[config.mk]
export PLATFORM = sky130hd
export DESIGN_NAME = peek_fifo_param_flat
export DESIGN_NICKNAME = d
export VERILOG_FILES = /design/src/rtl/fifo_pkg.sv /design/src/rtl/peek_fifo_param_if.sv /design/src/rtl/fifo_regfile.sv /design/src/rtl/peek_fifo_param.sv /design/src/flat_wrapper.sv
export SDC_FILE = /design/constraint.sdc
export NUM_CORES = 1
export LEC_CHECK = 0
export ABC_AREA = 1
export CORE_UTILIZATION = 54
export DETAILED_ROUTE_END_ITERATION = 12
export PLACE_DENSITY = 0.78
export REMOVE_ABC_BUFFERS = 1
export SYNTH_ARGS = -nofsm -noshare
export SYNTH_HDL_FRONTEND = slang
export SYNTH_SLANG_ARGS = --single-unit
[constraint.sdc]
create_clock -name clk -period 2.1 [get_ports clk]
set_input_delay 0.42 -clock clk [delete_from_list [all_inputs] [get_ports clk]]
set_output_delay 0.42 -clock clk [all_outputs]
set_load 0.1 [all_outputs]
[src/rtl/fifo_pkg.sv]
// Shared constants and helpers for the peek FIFO family.
// Imported by the interface, register file and FIFO top.
package fifo_pkg;

  localparam int DEFAULT_DEPTH_BITS = 4;

  function automatic int clog2(input int v);
    int r;
    r = 0;
    while ((1 << r) < v) r++;
    return r;
  endfunction

endpackage

[src/rtl/peek_fifo_param_if.sv]
// Request/response bundle between a FIFO user and the FIFO core.
// The user side is the master; the FIFO is the slave.
interface peek_fifo_param_if
  import fifo_pkg::*;
#(
  parameter int WIDTH      = 8,
  parameter int DEPTH_BITS = DEFAULT_DEPTH_BITS
);
  logic                  clear;
  logic                  push;
  logic [WIDTH-1:0]      data_in;
  logic                  pop;
  logic [DEPTH_BITS-1:0] peek;
  logic [WIDTH-1:0]      data_out;
  logic                  peek_valid;
  logic                  empty;
  logic                  full;
  logic                  almost_full;
  logic [DEPTH_BITS:0]   count;
  logic                  overflow;
  logic                  underflow;

  modport master (
    output clear, push, data_in, pop, peek,
    input  data_out, peek_valid, empty, full,
    input  almost_full, count, overflow, underflow
  );

  modport slave (
    input  clear, push, data_in, pop, peek,
    output data_out, peek_valid, empty, full,
    output almost_full, count, overflow, underflow
  );
endinterface

[src/rtl/fifo_regfile.sv]
// Flop array storage: one write port, one async read port.
// Contents are deliberately not reset.
module fifo_regfile
  import fifo_pkg::*;
#(
  parameter int WIDTH = 8,
  parameter int DEPTH = 16,
  localparam int AW   = clog2(DEPTH)
) (
  input  logic             clk,
  input  logic             we,
  input  logic [AW-1:0]    waddr,
  input  logic [WIDTH-1:0] wdata,
  input  logic [AW-1:0]    raddr,
  output logic [WIDTH-1:0] rdata
);

  logic [WIDTH-1:0] mem [DEPTH];

  // write the addressed entry when enabled
  always_ff @(posedge clk) begin
    if (we) mem[waddr] <= wdata;
  end

  assign rdata = mem[raddr];

endmodule

[src/rtl/peek_fifo_param.sv]
// Parametrised FIFO with peek window, flags and sticky errors.
// Pointers, occupancy, flags and the registered peek output.
module peek_fifo_param
  import fifo_pkg::*;
#(
  parameter int WIDTH      = 8,
  parameter int DEPTH_BITS = DEFAULT_DEPTH_BITS,
  parameter int AF_THRESH  = 12
) (
  input logic              clk,
  input logic              reset_n,
  peek_fifo_param_if.slave bus
);

  localparam int DB = DEPTH_BITS;
  localparam int N  = 1 << DB;
  localparam logic [DB:0]   CAP     = N[DB:0];
  localparam logic [DB:0]   AF      = AF_THRESH[DB:0];
  localparam logic [DB:0]   CNT_ONE = 1;
  localparam logic [DB-1:0] PTR_ONE = 1;

  logic [DB-1:0]    rd_ptr;
  logic [DB-1:0]    wr_ptr;
  logic [DB:0]      cnt;
  logic             ovf;
  logic             unf;
  logic [WIDTH-1:0] dout;
  logic             pv;

  logic             pop_ok;
  logic             push_ok;
  logic             pv_next;
  logic             we;
  logic [DB-1:0]    raddr;
  logic [WIDTH-1:0] rdata;

  // acceptance and peek lookup from pre-edge state
  always_comb begin
    pop_ok  = bus.pop & (cnt != '0);
    push_ok = bus.push & ((cnt != CAP) | pop_ok);
    we      = push_ok & reset_n & ~bus.clear;
    raddr   = rd_ptr + bus.peek;
    pv_next = {1'b0, bus.peek} < cnt;
  end

  fifo_regfile #(
    .WIDTH (WIDTH),
    .DEPTH (N)
  ) u_rf (
    .clk   (clk),
    .we    (we),
    .waddr (wr_ptr),
    .wdata (bus.data_in),
    .raddr (raddr),
    .rdata (rdata)
  );

  // pointers, occupancy, sticky errors and output register
  always_ff @(posedge clk) begin
    if (!reset_n || bus.clear) begin
      rd_ptr <= '0;
      wr_ptr <= '0;
      cnt    <= '0;
      ovf    <= 1'b0;
      unf    <= 1'b0;
      dout   <= '0;
      pv     <= 1'b0;
    end else begin
      if (push_ok) wr_ptr <= wr_ptr + PTR_ONE;
      if (pop_ok)  rd_ptr <= rd_ptr + PTR_ONE;
      if (push_ok && !pop_ok)      cnt <= cnt + CNT_ONE;
      else if (pop_ok && !push_ok) cnt <= cnt - CNT_ONE;
      if (bus.push && !push_ok) ovf <= 1'b1;
      if (bus.pop && !pop_ok)   unf <= 1'b1;
      pv   <= pv_next;
      dout <= pv_next ? rdata : '0;
    end
  end

  assign bus.data_out    = dout;
  assign bus.peek_valid  = pv;
  assign bus.count       = cnt;
  assign bus.empty       = (cnt == '0);
  assign bus.full        = (cnt == CAP);
  assign bus.almost_full = (cnt >= AF);
  assign bus.overflow    = ovf;
  assign bus.underflow   = unf;

endmodule

[src/flat_wrapper.sv]
// flat-port wrapper written by rule: the top's interface ports become plain ports
module peek_fifo_param_flat import fifo_pkg::*;
#(
  parameter int WIDTH      = 8,
  parameter int DEPTH_BITS = DEFAULT_DEPTH_BITS,
  parameter int AF_THRESH  = 12
)
  (clk, reset_n, bus_clear, bus_push, bus_data_in, bus_pop, bus_peek, bus_data_out, bus_peek_valid, bus_empty, bus_full, bus_almost_full, bus_count, bus_overflow, bus_underflow);
  peek_fifo_param_if #(.WIDTH(WIDTH), .DEPTH_BITS(DEPTH_BITS)) bus_i ();
  input logic clk;
  input logic reset_n;
  input wire logic [$bits(bus_i.clear)-1:0] bus_clear;
  input wire logic [$bits(bus_i.push)-1:0] bus_push;
  input wire logic [$bits(bus_i.data_in)-1:0] bus_data_in;
  input wire logic [$bits(bus_i.pop)-1:0] bus_pop;
  input wire logic [$bits(bus_i.peek)-1:0] bus_peek;
  output wire logic [$bits(bus_i.data_out)-1:0] bus_data_out;
  output wire logic [$bits(bus_i.peek_valid)-1:0] bus_peek_valid;
  output wire logic [$bits(bus_i.empty)-1:0] bus_empty;
  output wire logic [$bits(bus_i.full)-1:0] bus_full;
  output wire logic [$bits(bus_i.almost_full)-1:0] bus_almost_full;
  output wire logic [$bits(bus_i.count)-1:0] bus_count;
  output wire logic [$bits(bus_i.overflow)-1:0] bus_overflow;
  output wire logic [$bits(bus_i.underflow)-1:0] bus_underflow;
  assign bus_i.clear = bus_clear;
  assign bus_i.push = bus_push;
  assign bus_i.data_in = bus_data_in;
  assign bus_i.pop = bus_pop;
  assign bus_i.peek = bus_peek;
  assign bus_data_out = bus_i.data_out;
  assign bus_peek_valid = bus_i.peek_valid;
  assign bus_empty = bus_i.empty;
  assign bus_full = bus_i.full;
  assign bus_almost_full = bus_i.almost_full;
  assign bus_count = bus_i.count;
  assign bus_overflow = bus_i.overflow;
  assign bus_underflow = bus_i.underflow;
  peek_fifo_param #(.WIDTH(WIDTH), .DEPTH_BITS(DEPTH_BITS), .AF_THRESH(AF_THRESH)) u_core (.clk(clk), .reset_n(reset_n), .bus(bus_i));
endmodule
# Word-level counts from Yosys, hierarchy flattened
# Memory sizes are Yosys's and may differ from the RTL's. A register that Yosys moved wholly into a read port is not among the register bits.
# Cells that the tools add are included.
[op_classes] n_addsub=5 magnitude_cmp=2 eq_ne=2 muxes=4 bitwise_logic=7 reduce_logical=12
[op_table] cell="$mux W5" count=2
[op_table] cell="$add A4 B1 Y4 const B" count=2
[op_table] cell="$add A5 B1 Y5 const B" count=1
[op_table] cell="$eq A5 B5 Y1 const B" count=1
[op_table] cell="$ge A5 B4 Y1 const B" count=1
[op_table] cell="$logic_not A5 Y1" count=1
[op_table] cell="$lt A4 B5 Y1" count=1
[op_table] cell="$ne A5 B5 Y1 const B" count=1
[op_table] cell="$reduce_bool A5 Y1" count=1
[op_table] cell="$sub A5 B1 Y5 const B" count=1
[op_table] cell="$add A4 B4 Y4" count=1
[op_table] cell="$and A1 B1 Y1" count=4
[op_table] cell="$logic_and A1 B1 Y1" count=4
[op_table] cell="$logic_not A1 Y1" count=3
[op_table] cell="$mux W1" count=2
[op_table] cell="$not A1 Y1" count=2
[op_table] cell="$reduce_bool A2 Y1" count=1
[op_table] cell="$reduce_or A2 Y1" count=1
[op_table] cell="$logic_or A1 B1 Y1" count=1
[op_table] cell="$or A1 B1 Y1" count=1
[word_totals] register_bits=16 ramBits=128 in_bits=17 out_inout_bits=19 word_cells=39 memories=1
[mem_list] memory="u_core.u_rf.mem" depth=16 width=8 rd=1 rd_ports_with_merged_regs=1 wr=1 line="fifo_regfile.sv:18" rtl="logic [WIDTH-1:0] mem [DEPTH];"

# Depth between registers and ports, before layout
[depth] depth_word=8 mapped_depth=14 mapped_depth_nobuf=14

# Cells and area by module
# A second synthesis with hierarchy kept.
[unflattened] hier_cells=719 hier_area_um2=6921.6
[modules_own_cells] module="fifo_regfile" instances=1 cells_each=543 area_each_um2=5606.6 seq_area_each_um2=3843.7
[modules_own_cells] module="peek_fifo_param" instances=1 cells_each=176 area_each_um2=1315.0 seq_area_each_um2=480.5

# Worst setup path before layout
# No wires, ideal clock.
[synth_timing] path_kind="reg2out" start="register u_core.cnt[2] (netlist: u_core.bus.count[2])" end="output bus_almost_full" t_arrival_ns=3.302 t_required_ns=1.680 path_slack_ns=-1.622 stages_incl_launch_ff=3 path_cell_list="dfxtp_1 > inv_1 > o21ai_0"
[synth_via] elab_chain_cells=1
[synth_lines] item="from (decl)" line="peek_fifo_param.sv:24" rtl="logic [DB:0] cnt;"
[synth_lines] item="from (signal assigned)" line="peek_fifo_param.sv:71" rtl="if (push_ok && !pop_ok) cnt <= cnt + CNT_ONE;"
[synth_lines] item="from (signal assigned)" line="peek_fifo_param.sv:72" rtl="else if (pop_ok && !push_ok) cnt <= cnt - CNT_ONE;"
[synth_lines] item="$ge A5 B4 Y1" line="peek_fifo_param.sv:85" rtl="assign bus.almost_full = (cnt >= AF);"
[synth_lines] item="to (decl)" line="flat_wrapper.sv:21" rtl="output wire logic [$bits(bus_i.almost_full)-1:0] bus_almost_full;"
# No other way between the ends.

# Worst setup path in the final report
[layout_timing] start="register u_core.cnt[2] (netlist: u_core.bus.count[2])" end="register u_core.cnt[3] (netlist: u_core.bus.count[3])"
[layout_via] elab_chain_cells=7 elab_cells_between_ends=14 classes_between="add/sub (2); eq/ne (1); mux (2); bitwise (3); reduce/logical (6)"
[layout_lines] item="$reduce_bool A5 Y1" line="peek_fifo_param.sv:39" rtl="pop_ok = bus.pop & (cnt != '0);"
[layout_lines] item="$and A1 B1 Y1" line="peek_fifo_param.sv:39"
[layout_lines] item="$or A1 B1 Y1" line="peek_fifo_param.sv:40" rtl="push_ok = bus.push & ((cnt != CAP) | pop_ok);"
[layout_lines] item="$and A1 B1 Y1" line="peek_fifo_param.sv:40"
[layout_lines] item="$logic_not A1 Y1" line="peek_fifo_param.sv:72"
[layout_lines] item="$logic_and A1 B1 Y1" line="peek_fifo_param.sv:72"
[layout_lines] item="$reduce_bool A2 Y1 (no source line)"
# Parallel ways exist; a longest one is shown, timed or not. The select of a mux whose other input is x is not followed.
# A chain may end at the register's enable or synchronous reset.

==> run_results.csv <==
group,metric,value,unit
floorplan,die_area,13000,um^2
clock_network,cts_tree,"built",
timing,setup_violations,0,
yosys,ys_seq_area_share,63.8,%
timing,slew_violations,0,
global_routing,grt_first_pass_wirelength,24700,um
finish,fill_cells,854,
worst_setup_path,end_kind,"flip-flop",
worst_setup_path,cp-start-kind,"flip-flop",
timing,relSlewSlack,50.6,%
power,p_switching,2.27,mW
floorplan,rows,40,
yosys,synthTopCellsByArea,"edfxtp_1 57%, nand2_1 12%, dfxtp_1 7.1%, nand3_1 6.9%, inv_1 4.9%",
detailed_routing,viasPerCell,5.37,
power,sw_frac_of_total,28.4,%
yosys,syn_area,6780,um^2
floorplan,core-area,12100,um^2
global_routing,grtUsageMet1,31.8,%
detailed_routing,drt_pass1_iterations,5,
detailed_routing,wirelength,15700,um
worst_setup_path,rrSetupSlack,0.02,ns
floorplan,start_util,56.0,%
clock_network,cts_buffer_depth,2,
global_routing,grt.total_usage,25.8,%
global_routing,grtUsageMet3,6.72,%
yosys,synth_async_sr_flop_share,0,%
global_routing,use_met2,41.7,%
yosys,synthCells,679,
power,seq_power_share,41.9,%
placement,portBuffers,35,
placement,place_area,7620,um^2
timing,timing.hold.ws,0.493,ns
timing,max_freq,481,MHz
power,power_density,959,nW/um^2
run,drv_cap,0,
clock_network,clock-sinks,152,
yosys,ys_seq_elements,152,
power,p_leak,3.53,nW
clock_network,numCtsBuffers,17,
worst_setup_path,crit_path_cell_trace,"nor2_2 > buf_4 > nand3_1 > nand2_2 > ha_2 > inv_4 > ha_1 > nand3_1 > nand2_2 > a21oi_2 > o21ai_1 > nand2_1 > inv_1",
worst_setup_path,path_delay_family,"simple AND/OR/NAND/NOR gates",
yosys,synth_cell_types,26,
worst_setup_path,rr_worst_depth,13,
yosys,yosysTopAreaCell,"edfxtp_1",
worst_setup_path,crit_buf_inv,3,
global_routing,antenna_found_initial,0,
timing,final-hold-violation-count,0,
clock_network,cts-hold-fix-buffers,0,
clock_network,clock_latency,0.43,ns
detailed_routing,ant_nets,0,
clock_network,cts_max_level,4,
worst_setup_path,criticalPathCategory,"flip-flop to flip-flop",
floorplan,fp.dieW,114,um
yosys,synthTopCellsByCount,"212 x nand2_1, 128 x edfxtp_1, 94 x nand3_1",
detailed_routing,vias,5040,
detailed_routing,drc_errors,0,
finish,areaGrowthSynthToFinish,22.5,%
power,pwr-share-comb,20.2,%
worst_setup_path,crit_arrival,2.41,ns
yosys,syn_avg_cell_area,9.99,um^2
placement,hpwlAfterDp,9660,um
global_routing,grt_max_degree,39,
placement,place.gp.congestion,0.838,
worst_hold_path,hp-class,"flip-flop to flip-flop",
timing,period_needed,2.08,ns
clock_network,clk_root_buffer_cell,"clkbuf_16",
power,p_int,5.70,mW
timing,worst_pin_slew,0.739,ns
worst_setup_path,required,2.43,ns
worst_setup_path,slowest_delay,0.33,ns
worst_setup_path,cp.depth,13,
finish,multi_input_area,2030,um^2
clock_network,clk_pin_slew,0.06,ns
power,clock_power_share,37.9,%
finish,drive_above_1_share,16.9,%
worst_hold_path,hold-path-cell-count,2,
global_routing,gr-max-usage-layer,"met2",
timing,fin_skew,0.00686,ns
yosys,synth_edf_count,128,
yosys,synth_warnings,0,
global_routing,grt_overflow,0,
yosys,ys.flop_type,"edfxtp_1",
finish,fin_area,8310,um^2
timing,period_share,99.0,%
worst_setup_path,critPathMaxFanout,5,
floorplan,die_y,114,um
yosys,yosysMostFrequentCell,"nand2_1",
status,status,"finished, final reports clean",
finish,register_area,4330,um^2
power,irDropWorstVdd,0.879,mV
finish,fin_nets,791,
detailed_routing,avgRoutedWirePerCell,16.7,um
worst_setup_path,crit_path_top_delay_cell,"dfxtp_1",
finish,diodes,0,
power,fin_total_pwr,7.97,mW
yosys,synth_top_area_share,56.7,%
global_routing,grt_pass1_vias,5016,
detailed_routing,drt_iter0_markers,566,
floorplan,pin_count,36,
[per-layer routing]
layer / vias up / routed length, um
met2: 247 / 7740
met3: 42 / 1230
met5: - / 0
li1: 2372 / -
met4: 0 / 496
met1: 2379 / 6200
[through the flow]
step                utilization, %  instances  setup TNS, ns  worst slack [ns]
CTS                           68.3        937              0           0.00177
global route                  68.6        938         -0.136           -0.0803
finish                        68.6        938              0            0.0216
global placement              63.0        903         -20.72            -0.411
detailed placement            63.0        903         -31.03            -0.561
floorplan                        -        655         -64.86             -1.62
[logic make-up (layout without fill, tap and decap cells)]
group,count (synthesis),in the layout,synth area share (%)
and+or+nand+nor,358,358,22.3
AOI/OAI and AO/OA,29,29,2.16
adders and majority gates,17,17,3.36
DFF,152,152,63.8
buffers and inverters,116,207,7.29
xor gates and xnor gates,7,7,1.13
[worst reg2reg max path, delay by kind of cell (launching register included)]
kind | cells | cell delay [ns]
adders and majority gates | 2 | 0.48
and+or+nand+nor | 6 | 0.66
buffers and inverters | 3 | 0.25
AOI/OAI and AO/OA | 2 | 0.28
DFF | 1 | 0.33
[state kept, by name (all words and copies together), names as in the netlist]
signal,flops
u_core.u_rf.mem,128
u_core.bus.data_out,8
u_core.bus.count,5
u_core.rd_ptr,4
u_core.wr_ptr,4
u_core.bus.overflow,1
u_core.bus.peek_valid,1
u_core.bus.underflow,1
[final timing paths]
kind                   startpoint              endpoint
max           u_core.bus.count[2]   u_core.bus.count[3]
min reg2reg  u_core.bus.underflow  u_core.bus.underflow
max reg2reg   u_core.bus.count[2]   u_core.bus.count[3]
min          u_core.bus.underflow  u_core.bus.underflow
[layout make-up]
cell class | instances | share of cell area (%)
clock inverters | 14 | 1.88
multi-input cells | 411 | 24.5
flip-flops and latches | 152 | 52.1
inverters | 92 | 4.19
repair buffers | 83 | 9.67
clock buffers | 18 | 5.17
well taps | 168 | 2.53
[cell usage in the layout (no fill, tap or decap), drive strengths merged]
master         instances
o21ai                 12
clkinvlp               2
xor2                   6
nand4                  1
or2                    1
dlygate4sd2            1
a21oi                 16
nand2                213
fa                     2
ha                    15
nand3                 98
dfxtp                 24
xnor2                  1
clkbuf                18
nor2                  45
edfxtp               128
clkinv                 8
inv                   93
bufinv                 3
a31oi                  1
buf                   67
clkdlybuf4s50         15
[power groups by stage]
stage               Sequential, mW  Clock, mW  Combinational [mW]
floorplan                     3.60          0               0.742
global placement              3.39          0                1.46
detailed placement            3.40          0                1.50
CTS                           3.33       3.04                1.57
global route                  3.34       3.17                1.73
finish                        3.34       3.02                1.61
[timing repair]
action,CTS,global route
endpoints found under the setup margin,4,10
pin swaps,1,5
buffers inserted,1,2
resized for setup,9,14
gates cloned,1,0
No activity file was read; power rests on OpenSTA's default activity.
